`src/rtl/chip8_fetch_unit.sv`:
```
// -----------------------------------------------------------------------------
// chip8_fetch_unit
// Instruction-fetch sequencer for the CHIP-8 CPU. It owns the program counter
// and reads each 2-byte big-endian opcode from byte-wide RAM, which has a
// 1-cycle read latency. The opcode is handed to execute over a valid/ready
// handshake. The next-PC decision (sequential, skip or jump) returned by
// execute is applied when the handshake completes.
//
// Ports
//   clk            system clock, rising edge
//   reset          synchronous active-high reset
//   run            permits the start of a new fetch
//   mem_busy       execute owns RAM this cycle; no read strobe may issue
//   mem_rd         RAM read strobe (combinational)
//   mem_addr       RAM read address (combinational, 0 when not reading)
//   mem_rdata      RAM read data, valid the cycle after mem_rd
//   opcode         fetched instruction {hi_byte, lo_byte}
//   opcode_valid   opcode is complete and stable
//   opcode_ready   execute finished the instruction (handshake)
//   pc_load        jump/call/return to pc_load_value at handshake
//   pc_load_value  jump target
//   skip           skip the next instruction at handshake
//   pc             address of the current / being-fetched instruction
// -----------------------------------------------------------------------------
module chip8_fetch_unit #(
    parameter logic [11:0] PC_RESET = 12'h200
) (
    input  logic        clk,
    input  logic        reset,
    input  logic        run,
    input  logic        mem_busy,
    output logic        mem_rd,
    output logic [11:0] mem_addr,
    input  logic [7:0]  mem_rdata,
    output logic [15:0] opcode,
    output logic        opcode_valid,
    input  logic        opcode_ready,
    input  logic        pc_load,
    input  logic [11:0] pc_load_value,
    input  logic        skip,
    output logic [11:0] pc
);

    typedef enum logic [2:0] {
        S_HI_REQ,
        S_HI_WAIT,
        S_LO_REQ,
        S_LO_WAIT,
        S_VALID
    } state_t;

    state_t      state_q;
    logic [11:0] pc_q;
    logic [15:0] opcode_q;
    logic        valid_q;

    logic [11:0] pc_plus1;
    logic [11:0] pc_next_d;

    // 12-bit additions wrap naturally modulo 4096.
    assign pc_plus1 = pc_q + 12'd1;

    // Next PC taken at handshake; a jump overrides a skip.
    always_comb begin
        pc_next_d = pc_q + 12'd2;
        if (pc_load) begin
            pc_next_d = pc_load_value;
        end else if (skip) begin
            pc_next_d = pc_q + 12'd4;
        end
    end

    // Read strobe. run only gates the start of a fetch; once the high byte
    // has been requested, the low byte is fetched regardless of run.
    always_comb begin
        mem_rd   = 1'b0;
        mem_addr = 12'h000;
        case (state_q)
            S_HI_REQ: begin
                if (run && !mem_busy) begin
                    mem_rd   = 1'b1;
                    mem_addr = pc_q;
                end
            end
            S_LO_REQ: begin
                if (!mem_busy) begin
                    mem_rd   = 1'b1;
                    mem_addr = pc_plus1;
                end
            end
            default: begin
                mem_rd   = 1'b0;
                mem_addr = 12'h000;
            end
        endcase
    end

    always_ff @(posedge clk) begin
        if (reset) begin
            state_q  <= S_HI_REQ;
            pc_q     <= PC_RESET;
            opcode_q <= 16'h0000;
            valid_q  <= 1'b0;
        end else begin
            case (state_q)
                S_HI_REQ: begin
                    if (run && !mem_busy) begin
                        state_q <= S_HI_WAIT;
                    end
                end
                S_HI_WAIT: begin
                    // Data is captured even if mem_busy is now high: the read
                    // was issued last cycle, so this byte belongs to us.
                    opcode_q[15:8] <= mem_rdata;
                    state_q        <= S_LO_REQ;
                end
                S_LO_REQ: begin
                    if (!mem_busy) begin
                        state_q <= S_LO_WAIT;
                    end
                end
                S_LO_WAIT: begin
                    opcode_q[7:0] <= mem_rdata;
                    valid_q       <= 1'b1;
                    state_q       <= S_VALID;
                end
                S_VALID: begin
                    if (opcode_ready) begin
                        valid_q <= 1'b0;
                        pc_q    <= pc_next_d;
                        state_q <= S_HI_REQ;
                    end
                end
                default: begin
                    state_q <= S_HI_REQ;
                end
            endcase
        end
    end

    assign opcode       = opcode_q;
    assign opcode_valid = valid_q;
    assign pc           = pc_q;

endmodule

```
`config.mk`:
```
export PLATFORM = sky130hd
export DESIGN_NAME = chip8_fetch_unit
export DESIGN_NICKNAME = d
export VERILOG_FILES = /design/src/rtl/chip8_fetch_unit.sv
export SDC_FILE = /design/constraint.sdc
export NUM_CORES = 1
export LEC_CHECK = 0
export CORE_MARGIN = 2
export CORE_UTILIZATION = 48
export CTS_CLUSTER_DIAMETER = 80
export CTS_CLUSTER_SIZE = 16
export DETAILED_ROUTE_END_ITERATION = 8
export PLACE_DENSITY = 0.95
export SLEW_MARGIN = 20
export SYNTH_ARGS = -nofsm -noshare
export SYNTH_HDL_FRONTEND = slang
export SYNTH_SLANG_ARGS = --single-unit
```
`constraint.sdc`:
```
create_clock -name clk -period 5.3 [get_ports clk]
set_clock_uncertainty 0.2 [all_clocks]
set_input_delay 1.06 -clock clk [delete_from_list [all_inputs] [get_ports clk]]
set_output_delay 1.06 -clock clk [all_outputs]
set_load 0.05 [all_outputs]
```
## After elaboration in Yosys (flattened, before gate mapping)

Index checks and enable logic that the tools add are counted.

- Bits in registers: 32
- Input bits: 27
- Output and inout port bits: 42
- Logic and storage cells: 36

- Add/sub/neg operators: 3
- Equality and inequality tests: 7
- Muxes and demuxes: 14
- Reductions and logical operators: 7

Operator list:

| kind | count |
|---|---|
| $mux W12 | 4 |
| $pmux W12 S2 | 1 |
| $pmux W3 S5 | 1 |
| $add A12 B1 Y12 const B | 1 |
| $add A12 B2 Y12 const B | 1 |
| $add A12 B3 Y12 const B | 1 |
| $mux W3 | 3 |
| $eq A3 B2 Y1 const B | 2 |
| $ne A2 B2 Y1 const B | 3 |
| $pmux W1 S2 | 2 |
| $reduce_and A2 Y1 | 2 |
| $eq A3 B1 Y1 const B | 1 |
| $eq A3 B3 Y1 const B | 1 |
| $logic_not A3 Y1 | 1 |
| $mux W1 | 3 |
| $reduce_and A3 Y1 | 1 |
| $reduce_bool A2 Y1 | 1 |
| $logic_and A1 B1 Y1 | 1 |
| $logic_not A1 Y1 | 1 |

## Logic depth before layout (Yosys ltp)

- Depth in word-level cells: 4
- Mapped depth: 6
- Gate-level depth less buffers: 5

## Worst setup path after synthesis

Ideal clock, no wire load.

- Path kind: input to output
- Start point: in mem_busy
- End point: out mem_addr[10]
- Arrival: 3.006 ns
- Required time: 4.040 ns
- Path slack: 1.034 ns
- Stages on the path: 5
- Path buffers: 1
- Path through: or4b_4 buf_2 nor2_4 nand3_1 o21ai_0

- Cells in the longest elaborated chain, start to end: 4
- Elaborated cells on any way between the ends: 5
- Those cells by class: mux (3); reduce/logical (2)

Ends and longest elaborated chain:

| what | line | text |
|---|---|---|
| start: declaration | 31 | `input logic mem_busy,` |
| $logic_not A1 Y1 | n/a |  |
| $logic_and A1 B1 Y1 | 80 | `if (run && !mem_busy) begin` |
| $mux W12 | 80 |  |
| $pmux W12 S2 (*) | 78 | `case (state_q)` |
| end: declaration | 33 | `output logic [11:0] mem_addr,` |

Every way passes the cells marked *; elsewhere a longest branch is shown, timed or not.

## Worst setup path in the final report

- Start point: in mem_busy
- End point: out mem_addr[11]

Same word-level chain as after synthesis.

==> impl_metrics.tcl <==
set metrics [dict create \
    diodes 0 \
    post_synth_mux_area_share 0.09806 \
    worst_ep_arrival_time_ns 3.52 \
    synthTopCellsByArea "dfxtp_1, mux2i_1, nor2_1" \
    numCtsBuffers 5 \
    dr.first_iter.drc_count 157 \
    die-width_um 67.57 \
    synth_top_family_by_area "simple AND/OR/NAND/NOR gates" \
    grt_pass1_vias 1888 \
    design_area_mm2 0.002701 \
    crit_family "buffers and inverters" \
    hold_viol 0 \
    synthTopCellsByCount "dfxtp_1, nor2_1, nand2_1" \
    ys_types 49 \
    clk-insertion-delay-late_ns 0.29 \
    placedCellCount 346 \
    combinationalPowerShare 0.163 \
    min_period_ns 4.783 \
    cp_slowest_cell "clkdlybuf4s50_1" \
    finalSetupTns_ns 0 \
    netlist_area_mm2 0.001939 \
    slew_headroom 0.5895 \
    yosys.area.top_type "dfxtp_1" \
    dieHeight_um 67.57 \
    route.detailed.drc 0 \
    post_cts_buffers 0 \
    grt_pass1_wl_mm 8.507 \
    syn_to_final_growth_pct 39.29 \
    vias 2121 \
    grt_overflow_total 0 \
    vias_per_cell 5.992 \
    postLayoutSetupSlackWorst_ns 0.5174 \
    wl_per_cell_um 15.70 \
    rsz0062_at_grt "no" \
    tightest_slew_ns 0.6139 \
    synth_fa_ha_area_frac 0.02581 \
    maxCapViolations 0 \
    async_flop_share 0 \
    drive_gt1_frac 0.05921 \
    startpoint_type "input pin" \
    dp_hpwl_mm 3.937 \
    ant_nets 0 \
    synth_most_common_cell "dfxtp_1" \
    fin_nets 334 \
    hp-class "flip-flop to flip-flop" \
    status "finished, final reports clean" \
    yosys_warnings 0 \
    min_period_over_period 0.9024 \
    gp_congestion 0.8445 \
    synth_top_area_share 0.3303 \
    grt_max_degree 33 \
    crit_top_cell "clkdlybuf4s50_1" \
    cts_hold_buf 0 \
    cts_resized 0 \
    finalSetupViolations 0 \
    cts_max_level 2 \
    ys_seq_elements 32 \
    required_ns 4.04 \
    synth_simple_gate_area_share 0.2742 \
    slew_violations 0 \
    max_freq_ghz 0.2091 \
    cts.sinks 32 \
    clockPowerShare 0.364 \
    worstSetupPathType "input pin to output port" \
    slowest_delay_ns 0.79 \
    antenna_found_initial 0 \
    crit_fanout 12 \
    crit_path_end_kind "output port" \
    total_power_mw 0.5274 \
    dpl_worst_slack_ns 0.5196 \
    vdd_drop_max_mv 0.2088 \
    ys_seq_area_frac 0.3303 \
    p_int_mw 0.3769 \
    fillers 316 \
    syn_avg_cell_area_um2 7.852 \
    portBuffers 68 \
    boundaryPins 69 \
    seq_power_share 0.473 \
    power.density_mw_per_mm2 195.2 \
    clk_transition_reported_paths_ns 0.07 \
    cts_max_path_buffers 2 \
    critPathBufInv 2 \
    die_area_mm2 0.004565 \
    initial_core_util 0.4919 \
    syn-num-nets 278 \
    grt_use_total 0.2479 \
    postSynthCellCount 247 \
    synth_compound_area_frac 0.1981 \
    synthXorXnorAreaFrac 0.01355 \
    design.core.area_mm2 0.003943 \
    synth_ff_type "dfxtp_1" \
    netSwitchingFraction 0.2854 \
    dr.pass1.iters 4 \
    cp_cell_sequence "clkdlybuf4s50_1 > or4b_4 > or4_1 > nand3_1 > clkdlybuf4s50_1" \
    leakagePower_nw 0.9694 \
    holdWs_ns 0.2724 \
    synth_edf_count 0 \
    std_cell_rows 23 \
    cts_root_buf "clkbuf_8" \
    place_area_mm2 0.002614 \
    cts_tree "yes" \
    final_cell_count_no_fill 354 \
    wirelength_mm 5.557 \
    power_switching_mw 0.1505 \
    final_core_util 0.6852 \
]
==> layout make-up <==
type,count,area (um^2),area share
Clock buffer,5,68.82,0.02547
Inverter,3,11.26,0.004169
Multi-Input combinational cell,189,1189,0.4400
Clock inverter,3,23.77,0.008800
Timing Repair Buffer,72,705.7,0.2612
Sequential cell,32,640.6,0.2371
Tap cell,50,62.56,0.02316
==> flip-flops by register name, indices dropped and copies added (netlist names) <==
register	count
state_q	3
opcode	16
pc	12
opcode_valid	1
==> final timing paths <==
kind | cells after the start | startpoint | to | slack (ns)
setup / recovery | 5 | mem_busy | mem_addr[11] | 0.52
hold / removal | 2 | opcode_valid | opcode_valid | 0.27
setup reg to reg | 5 | pc[2] | pc[5] | 2.92
hold reg to reg | 2 | opcode_valid | opcode_valid | 0.27
==> cells by family (layout without fill, tap and decap cells) <==
family                     Yosys count  in the layout
and+or+nand+nor                    101            101
AOI/OAI and AO/OA                   62             62
DFF                                 32             32
buffers and inverters               26             83
muxes                               19             19
adders and majority gates            4              4
xor gates and xnor gates             3              3
==> layout by cell type, fill, tap and decap left out, types with 5 or more instances in the layout <==
master           Yosys  routed
clkbuf_8             0       5
nand2_1             23      23
nor2_1              29      29
o21ai_0             17      17
nor3_1               5       5
dfxtp_1             32      32
a31oi_1              7       7
mux2i_1             19      19
a21oi_1             17      17
clkdlybuf4s50_1      0      67
nand3_1              8       8
==> routing by layer <==
metal / vias to the layer above / wire, um / global-route usage
li1: 1023 / - / -
met1: 978 / 2191 / 0.3041
met2: 99 / 2746 / 0.4020
met3: 21 / 454 / 0.04833
met4: 0 / 165 / 0.1429
met5: - / 0 / 0
==> tightest hold or removal path, stage by stage, from the launching register on <==
cell and delay, ns:
dfxtp_1 0.32, nand2_1 0.05, a21oi_1 0.05
==> power by group through the flow <==
stage | Sequential [mW] | Combinational, mW | Clock [mW]
3_5_place_dp | 0.255 | 0.0858 | 0
6_report | 0.249 | 0.0859 | 0.192
5_1_grt | 0.250 | 0.0917 | 0.203
3_3_place_gp | 0.254 | 0.0841 | 0
2_1_floorplan | 0.263 | 0.0400 | 0
4_1_cts | 0.249 | 0.0866 | 0.195
No activity file was read; power rests on OpenSTA's default activity.
